--- config.mk ---
export PLATFORM = sky130hd
export DESIGN_NAME = bcd_serial_seq
export DESIGN_NICKNAME = d
export VERILOG_FILES = /design/src/rtl/bcd_serial_seq.sv
export SDC_FILE = /design/constraint.sdc
export NUM_CORES = 1
export LEC_CHECK = 0
export BUFFER_PORTS_ARGS = -buffer_cell sky130_fd_sc_hd__buf_2
export CAP_MARGIN = 10
export CORE_MARGIN = 5
export CORE_UTILIZATION = 40
export CTS_CLUSTER_SIZE = 40
export DETAILED_ROUTE_END_ITERATION = 12
export GPL_ROUTABILITY_DRIVEN = 0
export GPL_TIMING_DRIVEN = 0
export SLEW_MARGIN = 20
export SYNTH_ARGS = -nofsm -noshare
export SYNTH_HDL_FRONTEND = slang
export SYNTH_SLANG_ARGS = --single-unit
--- constraint.sdc ---
create_clock -name clk -period 7.75 [get_ports clk]
set_input_delay 1.1625 -clock clk [delete_from_list [all_inputs] [get_ports clk]]
set_output_delay 1.1625 -clock clk [all_outputs]
set_load 0.01 [all_outputs]
--- src/rtl/bcd_serial_seq.sv ---
// Serial multi-byte packed-BCD add/subtract sequencer.
// One byte (two digits) per clock goes through a shared bcd_addsub slice.
// The carry or borrow is chained from byte to byte.

// Two-digit BCD add/subtract slice with carry/borrow in and out.
// flags[1] is the carry (add) or borrow (sub) out. flags[0] is set when r == 0.
module bcd_addsub (
    input  logic       sub,
    input  logic [7:0] a,
    input  logic [7:0] b,
    input  logic       cin,
    output logic [7:0] r,
    output logic [1:0] flags
);
    // Ripple through the two digits.
    // Add: correct by +6 when the raw digit sum exceeds 9.
    // Sub: correct by -6 when the raw digit difference goes negative.
    always_comb begin
        logic       c;
        logic [4:0] raw;
        c   = cin;
        raw = '0;
        r   = '0;
        for (int d = 0; d < 2; d++) begin
            if (!sub) begin
                raw = {1'b0, a[4*d +: 4]} + {1'b0, b[4*d +: 4]} + {4'b0, c};
                if (raw > 5'd9) begin
                    raw = raw + 5'd6;
                    c   = 1'b1;
                end else begin
                    c   = 1'b0;
                end
            end else begin
                raw = {1'b0, a[4*d +: 4]} - {1'b0, b[4*d +: 4]} - {4'b0, c};
                if (raw[4]) begin
                    raw = raw - 5'd6;
                    c   = 1'b1;
                end else begin
                    c   = 1'b0;
                end
            end
            r[4*d +: 4] = raw[3:0];
        end
        flags = {c, (r == 8'h00)};
    end
endmodule

module bcd_serial_seq #(
    parameter int NBYTES = 4
) (
    input  logic                  clk,
    input  logic                  reset,
    input  logic                  start,
    input  logic                  add_sub,
    input  logic                  cin,
    input  logic [8*NBYTES-1:0]   a_in,
    input  logic [8*NBYTES-1:0]   b_in,
    output logic                  busy,
    output logic                  done,
    output logic [8*NBYTES-1:0]   result,
    output logic                  carry_out,
    output logic                  zero
);
    localparam int IW = (NBYTES > 1) ? $clog2(NBYTES) : 1;
    localparam logic [IW-1:0] LAST = IW'(NBYTES - 1);

    typedef enum logic [1:0] {IDLE, RUN, DONE} state_t;

    state_t                    state, nxt;
    logic [NBYTES-1:0][7:0]    a_q, b_q, res_q;
    logic                      sub_q;
    logic                      carry_q;
    logic                      zacc;
    logic [IW-1:0]             idx;
    logic                      accept;
    logic                      last;
    logic [7:0]                byte_r;
    logic [1:0]                byte_flags;

    assign accept = start && (state != RUN);
    assign last   = (idx == LAST);
    assign busy   = (state == RUN);
    assign done   = (state == DONE);
    assign result = res_q;

    bcd_addsub u_addsub (
        .sub   (sub_q),
        .a     (a_q[idx]),
        .b     (b_q[idx]),
        .cin   (carry_q),
        .r     (byte_r),
        .flags (byte_flags)
    );

    // State register.
    always_ff @(posedge clk or posedge reset) begin
        if (reset) state <= IDLE;
        else       state <= nxt;
    end

    // Next-state logic. DONE lasts one cycle unless a new start arrives in it.
    always_comb begin
        nxt = state;
        case (state)
            IDLE:    if (start) nxt = RUN;
            RUN:     if (last)  nxt = DONE;
            DONE:    nxt = start ? RUN : IDLE;
            default: nxt = IDLE;
        endcase
    end

    // Datapath. Latch the operands on accept, then write one result byte per RUN cycle.
    // Final flags are captured on the last byte so they hold steady after DONE.
    always_ff @(posedge clk or posedge reset) begin
        if (reset) begin
            a_q       <= '0;
            b_q       <= '0;
            res_q     <= '0;
            sub_q     <= 1'b0;
            carry_q   <= 1'b0;
            zacc      <= 1'b0;
            idx       <= '0;
            carry_out <= 1'b0;
            zero      <= 1'b0;
        end else if (accept) begin
            a_q     <= a_in;
            b_q     <= b_in;
            sub_q   <= add_sub;
            carry_q <= cin;
            zacc    <= 1'b1;
            idx     <= '0;
        end else if (state == RUN) begin
            res_q[idx] <= byte_r;
            carry_q    <= byte_flags[1];
            zacc       <= zacc & byte_flags[0];
            if (last) begin
                carry_out <= byte_flags[1];
                zero      <= zacc & byte_flags[0];
            end else begin
                idx <= idx + IW'(1);
            end
        end
    end
endmodule

# Word-level counts from Yosys, hierarchy flattened

Index checks and enable logic that the tools add are counted.

Flip-flop bits (word level): 105
Input bits: 69
Output and inout port bits: 36
Logic and storage cells: 84

Add/sub/neg operators: 13
Magnitude comparators: 4
Equal/unequal tests: 7
Multiplexer cells: 30
Bitwise gates (word level): 2
Reduce and logical (&&, ||, !) cells: 9

Operator list:

| operator                                                       | count |
|---|---|
| binary-select mux 8 bit (select 2 bit)                         | 2 |
| bitwise mux 32 bit                                             | 1 |
| two-way mux 4 bit                                              | 6 |
| two-way mux 8 bit                                              | 3 |
| demux 8 bit (select 2 bit)                                     | 1 |
| two-way mux 1 bit                                              | 11 |
| adder 4 x 4 -> 5 bit                                           | 2 |
| adder 5 x 1 -> 5 bit                                           | 2 |
| greater-than comparator 5 x 4 -> 1 bit (second input constant) | 2 |
| two-way mux 2 bit                                              | 5 |
| subtractor 4 x 4 -> 5 bit                                      | 2 |
| subtractor 5 x 1 -> 5 bit                                      | 2 |
| adder 4 x 3 -> 4 bit (second input constant)                   | 2 |
| logical NOT 8 bit                                              | 1 |
| subtractor 4 x 3 -> 4 bit (second input constant)              | 2 |
| one-hot mux 2 bit (3 select lines)                             | 1 |
| AND reduction 2 bit                                            | 3 |
| == test 2 bit (second input constant)                          | 2 |
| != test 2 x 1 -> 1 bit (second input constant)                 | 2 |
| != test 2 bit (second input constant)                          | 2 |
| less-than comparator 2 x 3 -> 1 bit (second input constant)    | 1 |
| AND reduction 3 bit                                            | 1 |
| adder 2 x 1 -> 2 bit (second input constant)                   | 1 |
| == test 2 x 1 -> 1 bit (second input constant)                 | 1 |
| 6 further kinds                                                | 7 |

# Depth between registers and ports, before layout

Gate-level depths: netlist of run 1.

Depth in word-level cells: 15
Mapped depth: 25
Depth with buffers taken out: 23

# Hierarchy

Synthesis of run 1 repeated with hierarchy kept, for this count alone.

Cells, all modules: 428
Area total of the unflattened synthesis: 5,944.5 um^2

By module, submodules not included:

| module         | instances | cells each | area an instance (um^2) | sequential area each (um^2) |
|---|---|---|---|---|
| bcd_serial_seq | 1         | 263        | 4,634.4                 | 2,627.5 |
| bcd_addsub     | 1         | 165        | 1,310.0                 | 0.0 |

# Worst setup path after synthesis of run 1

Ideal clock, no wire load.

Path type: flip-flop to flip-flop
From: reg idx[0]
To: reg zacc
Setup time: 0.095 ns
Arrival time: 5.939 ns
Slack: 1.716 ns
Cell stages (with the launch flop): 25
Path buffers: 2
Clock period less this slack: 6.034 ns
Cells stage by stage: dfrtp_1 -> buf_6 -> buf_1 -> mux4_2 -> fa_1 -> fa_1 -> xor2_1 -> ha_1 -> nand2_1 -> a32o_1 -> a21o_2 -> nand2_1 -> o21a_1 -> inv_1 -> fa_1 -> fa_1 -> xor2_1 -> inv_1 -> ha_1 -> nand2_1 -> o21ai_2 -> o21ai_1 -> o311ai_0 -> nand3b_1 -> o31ai_1

Longest elaborated chain between the ends: 15
Elaborated cells on any way between the ends: 31

Ends and longest elaborated chain:

| element                                                           | RTL line | source |
|---|---|---|
| start: declaration                                                | 74       | `logic [IW-1:0] idx;` |
| start signal: assignment                                          | 140      | `idx <= idx + IW'(1);` |
| binary-select mux 8 bit (select 2 bit) (on tied branches)         | 88, 89   |  |
| two-way mux 8 bit (on tied branches)                              | 88, 89   |  |
| adder 4 x 4 -> 5 bit                                              | 26       | `raw = {1'b0, a[4*d +: 4]} + {1'b0, b[4*d +: 4]} + {4'b0, c};` |
| adder 5 x 1 -> 5 bit                                              | 26       |  |
| greater-than comparator 5 x 4 -> 1 bit                            | 27       | `if (raw > 5'd9) begin` |
| two-way mux 1 bit                                                 | 27       |  |
| two-way mux 1 bit                                                 | 25       | `if (!sub) begin` |
| adder 5 x 1 -> 5 bit or subtractor 5 x 1 -> 5 bit (tied branches) | 26, 34   |  |
| adder 4 x 3 -> 4 bit (tied with other cells)                      | 28       | `raw = raw + 5'd6;` |
| two-way mux 4 bit (on tied branches)                              | 27, 35   |  |
| two-way mux 4 bit                                                 | 25       |  |
| logical NOT 8 bit (*)                                             | 44       | `flags = {c, (r == 8'h00)};` |
| AND 1 bit (*)                                                     | 135      | `zacc <= zacc & byte_flags[0];` |
| two-way mux 1 bit (*)                                             | 132      | `end else if (state == RUN) begin` |
| two-way mux 1 bit (*)                                             | 125      | `end else if (accept) begin` |
| end signal: assignment                                            | 135      |  |
| end: declaration                                                  | 73       | `logic zacc;` |

Mark *: on every way between the ends. The rest lies on a longest branch, timed or not. The select of a mux whose other input is x is not followed.
A chain may end at the register's enable or synchronous reset.

# Final worst setup path of run 1

From: reg idx[1]
To: reg zacc

Same word-level chain as after synthesis.

==> out/qor.txt, run 1 <==
===============================================================================================
Outcome                                                                            finished, final reports clean
Die width                                                                                128 um
Total via count after detailed routing                                                     3915
Fraction of the cycle the final worst path needs                                          89.7%
Category of the worst setup path launch point                                          register
Global-route congestion overflow total                                                        0
Worst Hold Margin                                                                      0.480 ns
Synthesized flop and latch total                                                            105
Vias in the first global route                                                             4011
Routed WL                                                                              12700 um
Number of nets at the end of the flow                                                       678
Required time reported for the critical path endpoint                                   8.01 ns
Total clock sinks                                                                           105
Syn Nets                                                                                    562
CTS tree                                                                                   done
Area of the core region                                                               13800 um2
Gates resized, CTS repair                                                                     0
Count of routing violations after the opening detailed-route iteration                      158
Detailed placer's ending HPWL                                                          10000 um
Placement row count                                                                          43
Die Y-Extent                                                                             128 um
List of most frequent post-synthesis cells                                         105 x sky130_fd_sc_hd__dfrtp_1, 73 x sky130_fd_sc_hd__mux2_2, 47 x sky130_fd_sc_hd__nand2_1
Post-synth top area cell                                                           sky130_fd_sc_hd__dfrtp_1
Count of distinct cell types in the synthesized netlist                                      57
Classification of the worst setup path                                                  reg2reg
Ys async rst share                                                                         100%
Layout cells sized above 1                                                                38.1%
Setup total negative slack                                                                 0 ns
CTS buffer count                                                                              9
Num ports                                                                                   105
Clock input transition at the sequential cells of the worst setup and hold paths        0.07 ns
# setup viols final                                                                           0
Area fraction of the dominant cell type after synthesis                                   46.9%
Final standard cell utilization of the core                                               48.3%
Number of cells produced by synthesis                                                       462
Number of antenna violations at the first check in global routing                             4
Clock latency on the worst-skew pair                                                    0.35 ns
Number of buffers inserted by port buffering                                                104
Layout area overhead                                                                      19.0%
Maximum number of pins on one net before global-route repair                                 73
Number of synthesized flops with an enable pin                                                0
Global-route wire length before repair                                                 20700 um
Pre-Repair DR Iteration Count                                                                 4
Slew @ Worst Pin                                                                       0.860 ns
Kind of end point of the critical path                                                 register
Class of the tightest hold or removal check                                             reg2reg
RSZ-0062 raised after global routing                                                      false
Clock tree buffer depth                                                                       2
Top fanout value on the critical path                                                        10
Headroom to the max-slew limit                                                            42.6%
Depth of the CTS H-tree                                                                       3
Most used flip-flop cell after synthesis                                           sky130_fd_sc_hd__dfrtp_1
Drt wl/cell                                                                             16.6 um
Min cycle time layout                                                                   6.95 ns
Avg Cell Area, Syn                                                                     12.1 um2
Number of warnings printed during yosys synthesis                                             0
Setup Fix Bufs, Post-CTS                                                                      0
Number of hold-slack violations in the final timing report                                    0
Final worst clock skew                                                                0.0131 ns
Number of nets still failing antenna checks after routing                                     0
Sequential-to-total area share from yosys stat                                            46.9%
Synth Cell Area                                                                        5610 um2
Via-to-Cell Ratio                                                                          5.12
Max-capacitance violation count                                                               0
Remaining routing DRC violations                                                              0
Global Route Usage Sum                                                                    16.1%
Initial standard-cell utilization of the core                                             40.5%
Fillers                                                                                    1288
Largest cells by area after synthesis                                              sky130_fd_sc_hd__dfrtp_1 47%, sky130_fd_sc_hd__mux2_2 15%, sky130_fd_sc_hd__ha_1 5.1%, sky130_fd_sc_hd__mux4_2 4.0%, sky130_fd_sc_hd__o21ai_0 3.2%
Library cell with the highest instance count after synthesis                       sky130_fd_sc_hd__dfrtp_1
Clock tree root driver cell                                                        sky130_fd_sc_hd__clkbuf_16
Hold bufs inserted after CTS                                                                  0
Full die area                                                                         16500 um2
Final number of max-transition violations                                                     0
Worst Path Arrival                                                                      7.21 ns
Max Clock Freq                                                                          144 MHz
===============================================================================================
[registers in the layout (all words and copies together), names as in the netlist]
name and count:
zero 1, a_q 32, b_q 32, idx 2
carry_out 1, carry_q 1, state 2, sub_q 1
zacc 1, result 32
[cell usage in the layout (no fill, tap or decap), drive strengths merged, types with 2 or more instances in the layout]
master / Yosys / layout
buf: 5 / 110
or2: 2 / 2
o2111ai: 2 / 2
clkinv: 0 / 2
nor3b: 2 / 2
xnor2: 6 / 6
clkbuf: 16 / 26
o211ai: 2 / 2
inv: 28 / 31
o31ai: 3 / 3
nand2b: 12 / 12
a21oi: 12 / 12
mux4: 16 / 16
nor2: 6 / 6
nand3: 5 / 5
xor2: 3 / 3
fa: 8 / 8
and2: 2 / 2
mux2: 73 / 73
a31oi: 2 / 2
a21o: 4 / 4
nand4: 2 / 2
nand2: 47 / 47
nand3b: 2 / 2
a41oi: 2 / 2
nor2b: 7 / 7
ha: 23 / 23
dfrtp: 105 / 105
mux2i: 4 / 4
o21bai: 2 / 2
o21ai: 39 / 39
o311ai: 3 / 3
nor3: 3 / 3
[final cells by class]
class	count	area [um2]	share of cell area, %
well taps	180	225	3.38
inverters	28	110	1.65
multi-input cells	308	2780	41.6
diodes	1	2.50	0.0375
repair buffers	105	548	8.21
plain buffers	21	95.1	1.43
clock buffers	10	239	3.58
flip-flops and latches	105	2630	39.4
clock inverters	6	47.5	0.713
[metal layers]
metal	GRT usage, %	wire length (um)	vias to the layer above
li1	-	-	1882
met4	6.18	227	6
met5	0	26	-
met3	4.19	915	23
met2	24.9	5610	135
met1	21.8	5930	1869
[worst max-delay path, stage by stage, from the launching register on]
cell	delay [ns]
sky130_fd_sc_hd__dfrtp_1	0.38
sky130_fd_sc_hd__clkbuf_1	0.48
sky130_fd_sc_hd__buf_1	0.62
sky130_fd_sc_hd__mux4_2	0.45
sky130_fd_sc_hd__fa_1	0.43
sky130_fd_sc_hd__fa_1	0.42
sky130_fd_sc_hd__xor2_1	0.38
sky130_fd_sc_hd__ha_1	0.22
sky130_fd_sc_hd__nand2_1	0.06
sky130_fd_sc_hd__a32o_1	0.23
sky130_fd_sc_hd__a21o_2	0.22
sky130_fd_sc_hd__nand2_1	0.07
sky130_fd_sc_hd__o21a_1	0.16
sky130_fd_sc_hd__inv_1	0.06
sky130_fd_sc_hd__fa_1	0.42
sky130_fd_sc_hd__fa_1	0.46
sky130_fd_sc_hd__xor2_1	0.21
sky130_fd_sc_hd__inv_1	0.08
sky130_fd_sc_hd__ha_1	0.18
sky130_fd_sc_hd__nand2_1	0.08
sky130_fd_sc_hd__o21ai_2	0.07
sky130_fd_sc_hd__o21ai_1	0.10
sky130_fd_sc_hd__o311ai_1	0.62
sky130_fd_sc_hd__nand3b_1	0.18
sky130_fd_sc_hd__o31ai_1	0.24
[cells by family (layout without fill, tap and decap cells)]
| logic type | Yosys count | after routing | synth area share (%) |
|---|---|---|---|
| and+or+nand+nor | 91 | 91 | 7.92 |
| adders and majority gates | 31 | 31 | 7.99 |
| AOI/OAI and AO/OA | 84 | 84 | 9.80 |
| xor gates and xnor gates | 9 | 9 | 1.41 |
| DFF | 105 | 105 | 46.9 |
| buffers and inverters | 49 | 170 | 3.57 |
| other | 0 | 1 | 0 |
| muxes | 93 | 93 | 22.4 |
[stage by stage]
step	cells	setup slack (ns)	instance area (um2)
detailed placement	747	0.472	6380
finish	764	0.800	6670
global placement	746	0.613	6350
floorplan	462	1.72	5610
global route	764	0.201	6670
CTS	763	0.430	6670
[worst paths after layout]
path | startpoint | to | slack, ns | depth (start not counted)
worst max register to register | idx[1] | zacc | 0.80 | 24
worst min register to register | result[20] | result[20] | 0.48 | 2
min in group asynchronous | reset | result[6] | 0.79 | 2
worst max-delay path | idx[1] | zacc | 0.80 | 24
worst min-delay path | result[20] | result[20] | 0.48 | 2
max in group asynchronous | reset | a_q[19] | 6.30 | 3
Power of run 1 is left out: the tool's default activity adds up to more than one toggle a clock period on the data nets, which glitch-free logic cannot reach.
==> inputs of run 2 (changes only) <==
SLEW_MARGIN = default   (was 20)
clock period = 8.75 ns   (was 7.75 ns; I/O delays follow)
==> out/qor.txt, run 2 (synthesis results as in run 1) <==
===============================================================================================
Global-route wire length before repair                                                 20700 um
CTS tree                                                                                   done
Routed WL                                                                              12800 um
Global Route Usage Sum                                                                    16.0%
Master of the slowest instance on the critical path                                sky130_fd_sc_hd__o311ai_0
Maximum cell stage delay along the critical path                                        0.86 ns
Max Clock Freq                                                                          138 MHz
Die Y-Extent                                                                             128 um
Final number of max-transition violations                                                     0
FF-to-FF setup slack                                                                    1.52 ns
Placement row count                                                                          43
Number of nets at the end of the flow                                                       678
Clock tree root driver cell                                                        sky130_fd_sc_hd__clkbuf_16
Fillers                                                                                    1288
Total clock sinks                                                                           105
Required time reported for the critical path endpoint                                   9.00 ns
Clock tree buffer depth                                                                       2
Remaining routing DRC violations                                                              0
Initial standard-cell utilization of the core                                             40.5%
Clock input transition at the sequential cells of the worst setup and hold paths        0.07 ns
Final worst clock skew                                                                0.0114 ns
Number of antenna violations at the first check in global routing                             4
Clock latency on the worst-skew pair                                                    0.35 ns
Setup total negative slack                                                                 0 ns
Library cell appearing most often on the critical path                             sky130_fd_sc_hd__fa_1
CTS buffer count                                                                              9
Min cycle time layout                                                                   7.23 ns
Critical Path, Cell by Cell                                                        clkbuf_1 > buf_1 > mux4_2 > fa_1 > fa_1 > xor2_1 > ha_1 > nand2_1 > a32o_1 > a21o_2 > nand2_1 > o21a_1 > inv_1 > fa_1 > fa_1 > xor2_1 > inv_1 > ha_1 > nand2_1 > o21ai_2 > o21ai_1 > o311ai_0 > nand3b_1 > o31ai_1
Kind of end point of the critical path                                                 register
Slew @ Worst Pin                                                                        1.03 ns
Count of routing violations after the opening detailed-route iteration                      133
Outcome                                                                            finished, final reports clean
Layout cells sized above 1                                                                38.1%
Class of the tightest hold or removal check                                             reg2reg
Top fanout value on the critical path                                                        10
Number of hold-slack violations in the final timing report                                    0
Vias in the first global route                                                             4002
RSZ-0062 raised after global routing                                                      false
Total via count after detailed routing                                                     3894
Classification of the worst setup path                                                  reg2reg
Headroom to the max-slew limit                                                            30.8%
Setup Fix Bufs, Post-CTS                                                                      0
Category of the worst setup path launch point                                          register
Depth of the CTS H-tree                                                                       3
Area of combinational cells with multiple inputs                                       2780 um2
Max-capacitance violation count                                                               0
Detailed placer's ending HPWL                                                          10000 um
Global-route congestion overflow total                                                        0
Final standard cell utilization of the core                                               48.2%
Worst Path Arrival                                                                      7.48 ns
Hold bufs inserted after CTS                                                                  0
Sequential cell area in the final layout                                               2630 um2
Number of nets still failing antenna checks after routing                                     0
# setup viols final                                                                           0
Maximum number of pins on one net before global-route repair                                 73
Num ports                                                                                   105
Pre-Repair DR Iteration Count                                                                 4
Gates resized, CTS repair                                                                     0
Full die area                                                                         16500 um2
Fraction of the cycle the final worst path needs                                          82.6%
Drt wl/cell                                                                             16.7 um
Die width                                                                                128 um
Area of the core region                                                               13800 um2
Via-to-Cell Ratio                                                                          5.10
Number of buffers inserted by port buffering                                                104
Highest-count cells in the layout ignoring fill and taps                           105 x sky130_fd_sc_hd__buf_2, 105 x sky130_fd_sc_hd__dfrtp_1, 73 x sky130_fd_sc_hd__mux2_2
Layout area overhead                                                                      19.0%
===============================================================================================
==> run 2: cell types whose count changed in the layout (fill, tap and decap cells not counted) <==
cell / previous run / this run
sky130_fd_sc_hd__o311ai_1: 1 / 0
sky130_fd_sc_hd__inv_6: 4 / 3
sky130_fd_sc_hd__inv_4: 0 / 1
sky130_fd_sc_hd__o311ai_0: 2 / 3
==> run 2: final cells by class <==
cell class	count	share of cell area, %
Multi-Input combinational cell	308	41.6
Sequential cell	105	39.4
Timing Repair Buffer	105	8.22
Clock buffer	10	3.58
Tap cell	180	3.38
Inverter	28	1.61
Buffer	21	1.43
Clock inverter	6	0.713
Antenna cell	1	0.0375
==> run 2: final timing paths <==
path	startpoint	to	depth (start not counted)
setup / recovery	idx[1]	zacc	24
hold / removal	result[11]	result[11]	2
setup reg to reg	idx[1]	zacc	24
hold reg to reg	result[11]	result[11]	2
max in group asynchronous	reset	a_q[16]	3
min in group asynchronous	reset	result[20]	2
==> run 2: critical path: cells and delay by family, from the launching register on <==
kind,cells,cell delay [ns]
fa+ha+maj,6,2.14
compound gates,7,1.91
buf+inv,4,1.23
xor+xnor,2,0.62
mux,1,0.45
simple gates,4,0.40
flops,1,0.38
==> run 2: metrics by stage <==
step | hold slack, ns | worst slack (ns) | std cells | cell area (um2)
2_1_floorplan | 0.466 | 2.72 | 462 | 5610
5_1_grt | 0.509 | 0.844 | 764 | 6670
6_report | 0.477 | 1.52 | 764 | 6670
3_5_place_dp | 0.466 | 1.47 | 747 | 6380
3_3_place_gp | 0.455 | 1.61 | 746 | 6350
4_1_cts | 0.481 | 1.43 | 763 | 6670
==> run 2: per-layer routing <==
metal	vias to the layer above	track usage, %	wire length [um]
met2	109	25.1	5680
li1	1882	-	-
met4	6	5.62	203
met3	21	4.03	897
met5	-	0	33
met1	1876	21.9	5940
Power of run 2 is left out for the same reason.
==> inputs of run 3 (changes only) <==
ABC_AREA = 1   (was default)
clock period = 6.03 ns   (was 8.75 ns; I/O delays follow)
==> out/qor.txt, run 3 <==
===============================================================================================
Outcome                                                                            finished, final reports clean
Count of distinct cell types in the synthesized netlist                                      32
Final standard cell utilization of the core                                               48.3%
Class of the tightest hold or removal check                                             reg2reg
Min cycle time layout                                                                   5.60 ns
Sequential-to-total area share from yosys stat                                            47.2%
Number of cells produced by synthesis                                                       603
Routed WL                                                                              13900 um
Gates resized, CTS repair                                                                     1
Global-route wire length before repair                                                 22800 um
Worst Path Arrival                                                                      5.87 ns
Master of the slowest instance on the critical path                                sky130_fd_sc_hd__fa_1
Number of hold-slack violations in the final timing report                                    0
Vias in the first global route                                                             4577
Initial standard-cell utilization of the core                                             40.5%
CTS tree                                                                                   done
Setup total negative slack                                                                 0 ns
Kind of end point of the critical path                                                 register
Maximum cell stage delay along the critical path                                        0.55 ns
Slew @ Worst Pin                                                                       0.531 ns
Number of nets still failing antenna checks after routing                                     0
Largest cells by area after synthesis                                              sky130_fd_sc_hd__dfrtp_1 47%, sky130_fd_sc_hd__mux2_2 12%, sky130_fd_sc_hd__nand2_1 11%, sky130_fd_sc_hd__ha_1 5.2%, sky130_fd_sc_hd__inv_1 3.9%
Hold bufs inserted after CTS                                                                  0
Synth Cell Area                                                                        5570 um2
Worst Hold Margin                                                                      0.477 ns
Number of buffers inserted by port buffering                                                104
Ys async rst share                                                                         100%
CTS buffer count                                                                              9
Number of nets at the end of the flow                                                       819
Commonest non-fill, non-tap cell in the layout                                     sky130_fd_sc_hd__nand2_1
Drt wl/cell                                                                             15.4 um
Final number of max-transition violations                                                     0
Library cell appearing most often on the critical path                             sky130_fd_sc_hd__nand2_1
Highest-count cells in the layout ignoring fill and taps                           159 x sky130_fd_sc_hd__nand2_1, 114 x sky130_fd_sc_hd__buf_2, 104 x sky130_fd_sc_hd__dfrtp_1
Area of the core region                                                               13800 um2
Total clock sinks                                                                           105
Fraction of the cycle the final worst path needs                                          92.9%
Number of warnings printed during yosys synthesis                                             0
Number of synthesized flops with an enable pin                                                0
Detailed placer's ending HPWL                                                          10900 um
List of most frequent post-synthesis cells                                         159 x sky130_fd_sc_hd__nand2_1, 105 x sky130_fd_sc_hd__dfrtp_1, 60 x sky130_fd_sc_hd__mux2_2
Via-to-Cell Ratio                                                                          4.90
Total via count after detailed routing                                                     4429
Headroom to the max-slew limit                                                            64.6%
Number of antenna violations at the first check in global routing                             0
Die Y-Extent                                                                             128 um
Die width                                                                                128 um
Count of routing violations after the opening detailed-route iteration                      207
Clock tree buffer depth                                                                       2
Max Clock Freq                                                                          179 MHz
Remaining routing DRC violations                                                              0
Global-route congestion overflow total                                                        0
Clock input transition at the sequential cells of the worst setup and hold paths        0.07 ns
# setup viols final                                                                           0
Fillers                                                                                    1379
Total placed instance area                                                             6350 um2
Avg Cell Area, Syn                                                                     9.24 um2
Area fraction of the dominant cell type after synthesis                                   47.2%
Top fanout value on the critical path                                                        10
Setup Fix Bufs, Post-CTS                                                                      0
Library cell with the highest instance count after synthesis                       sky130_fd_sc_hd__nand2_1
Clock latency on the worst-skew pair                                                    0.35 ns
Depth of the CTS H-tree                                                                       3
Final worst clock skew                                                                0.0105 ns
Clock tree root driver cell                                                        sky130_fd_sc_hd__clkbuf_16
Area of all placed cells without fillers                                               6650 um2
Most used flip-flop cell after synthesis                                           sky130_fd_sc_hd__dfrtp_1
Max-capacitance violation count                                                               0
Global Route Usage Sum                                                                    17.8%
Number of antenna diodes                                                                      0
Post-synth top area cell                                                           sky130_fd_sc_hd__dfrtp_1
Full die area                                                                         16400 um2
Classification of the worst setup path                                                  reg2reg
Synthesized flop and latch total                                                            105
Maximum number of pins on one net before global-route repair                                 72
Layout area overhead                                                                      19.3%
Required time reported for the critical path endpoint                                   6.30 ns
RSZ-0062 raised after global routing                                                      false
Syn Nets                                                                                    703
Category of the worst setup path launch point                                          register
Layout cells sized above 1                                                                31.4%
Pre-Repair DR Iteration Count                                                                 4
Placement row count                                                                          43
Num ports                                                                                   105
===============================================================================================
==> run 3: cell count changes after synthesis, moves of 7 or more <==
cell,delta
sky130_fd_sc_hd__o21ai_1,+7
sky130_fd_sc_hd__inv_1,+30
sky130_fd_sc_hd__nor2_1,+25
sky130_fd_sc_hd__mux2_2,-13
sky130_fd_sc_hd__a21oi_1,+8
sky130_fd_sc_hd__nand2b_1,-11
sky130_fd_sc_hd__mux4_2,-10
sky130_fd_sc_hd__o21ai_0,-11
sky130_fd_sc_hd__nand2_1,+112
sky130_fd_sc_hd__a32oi_1,+8
sky130_fd_sc_hd__buf_2,+7
sky130_fd_sc_hd__nand3_1,+30
sky130_fd_sc_hd__nand2_2,+8
==> run 3: worst max-delay path: cells and delay by family, from the launching register on <==
family	cells	cell delay (ns)
buffers and inverters	5	0.67
and+or+nand+nor	13	1.16
AOI/OAI and AO/OA	7	0.90
adders and majority gates	6	2.30
DFF	1	0.45
==> run 3: worst paths after layout <==
check | start | endpoint | slack [ns] | cells after the start
max | idx[0] | zacc | 0.43 | 31
min | result[19] | result[19] | 0.48 | 2
min in group asynchronous | reset | a_q[5] | 0.59 | 2
min reg2reg | result[19] | result[19] | 0.48 | 2
max in group asynchronous | reset | idx[0] | 4.75 | 3
max reg2reg | idx[0] | zacc | 0.43 | 31
==> run 3: area by class of cell <==
cell class | count | area, um2 | area share, %
tap | 180 | 225 | 3.39
inverter | 66 | 250 | 3.76
buffer | 22 | 121 | 1.83
clock buffer | 10 | 229 | 3.44
multi-input combinational | 410 | 2600 | 39.2
clock inverter | 5 | 41.3 | 0.621
timing repair buffer | 105 | 548 | 8.24
sequential | 105 | 2630 | 39.5
==> run 3: cells by family (layout without fill, tap and decap cells) <==
group	after synthesis	after routing	synth area share, %
AND/OR/NAND/NOR	246	246	18.6
flip-flops	105	105	47.2
buffers and inverters	88	208	6.31
AO/OA/AOI/OAI	72	72	7.57
multiplexers	60	60	12.1
adder cells (fa/ha/maj)	31	31	8.04
XOR/XNOR	1	1	0.157
==> run 3: per-stage QoR <==
| step | instances | setup WS, ns |
|---|---|---|
| finish | 903 | 0.430 |
| global route | 903 | 0.00700 |
| CTS | 903 | 0.0281 |
| detailed placement | 888 | 0.0124 |
| global placement | 887 | 0.200 |
| floorplan | 603 | 1.04 |
==> run 3: metal layers <==
metal	track usage (%)	vias to the layer above	part of all wire, %	wire [um]
met5	0	-	0	0
met4	6.87	0	2.1	289
met3	3.75	16	6.4	886
met2	29.1	129	45	6300
met1	23.3	2092	46	6410
li1	-	2192	-	-
Power of run 3 is left out for the same reason.
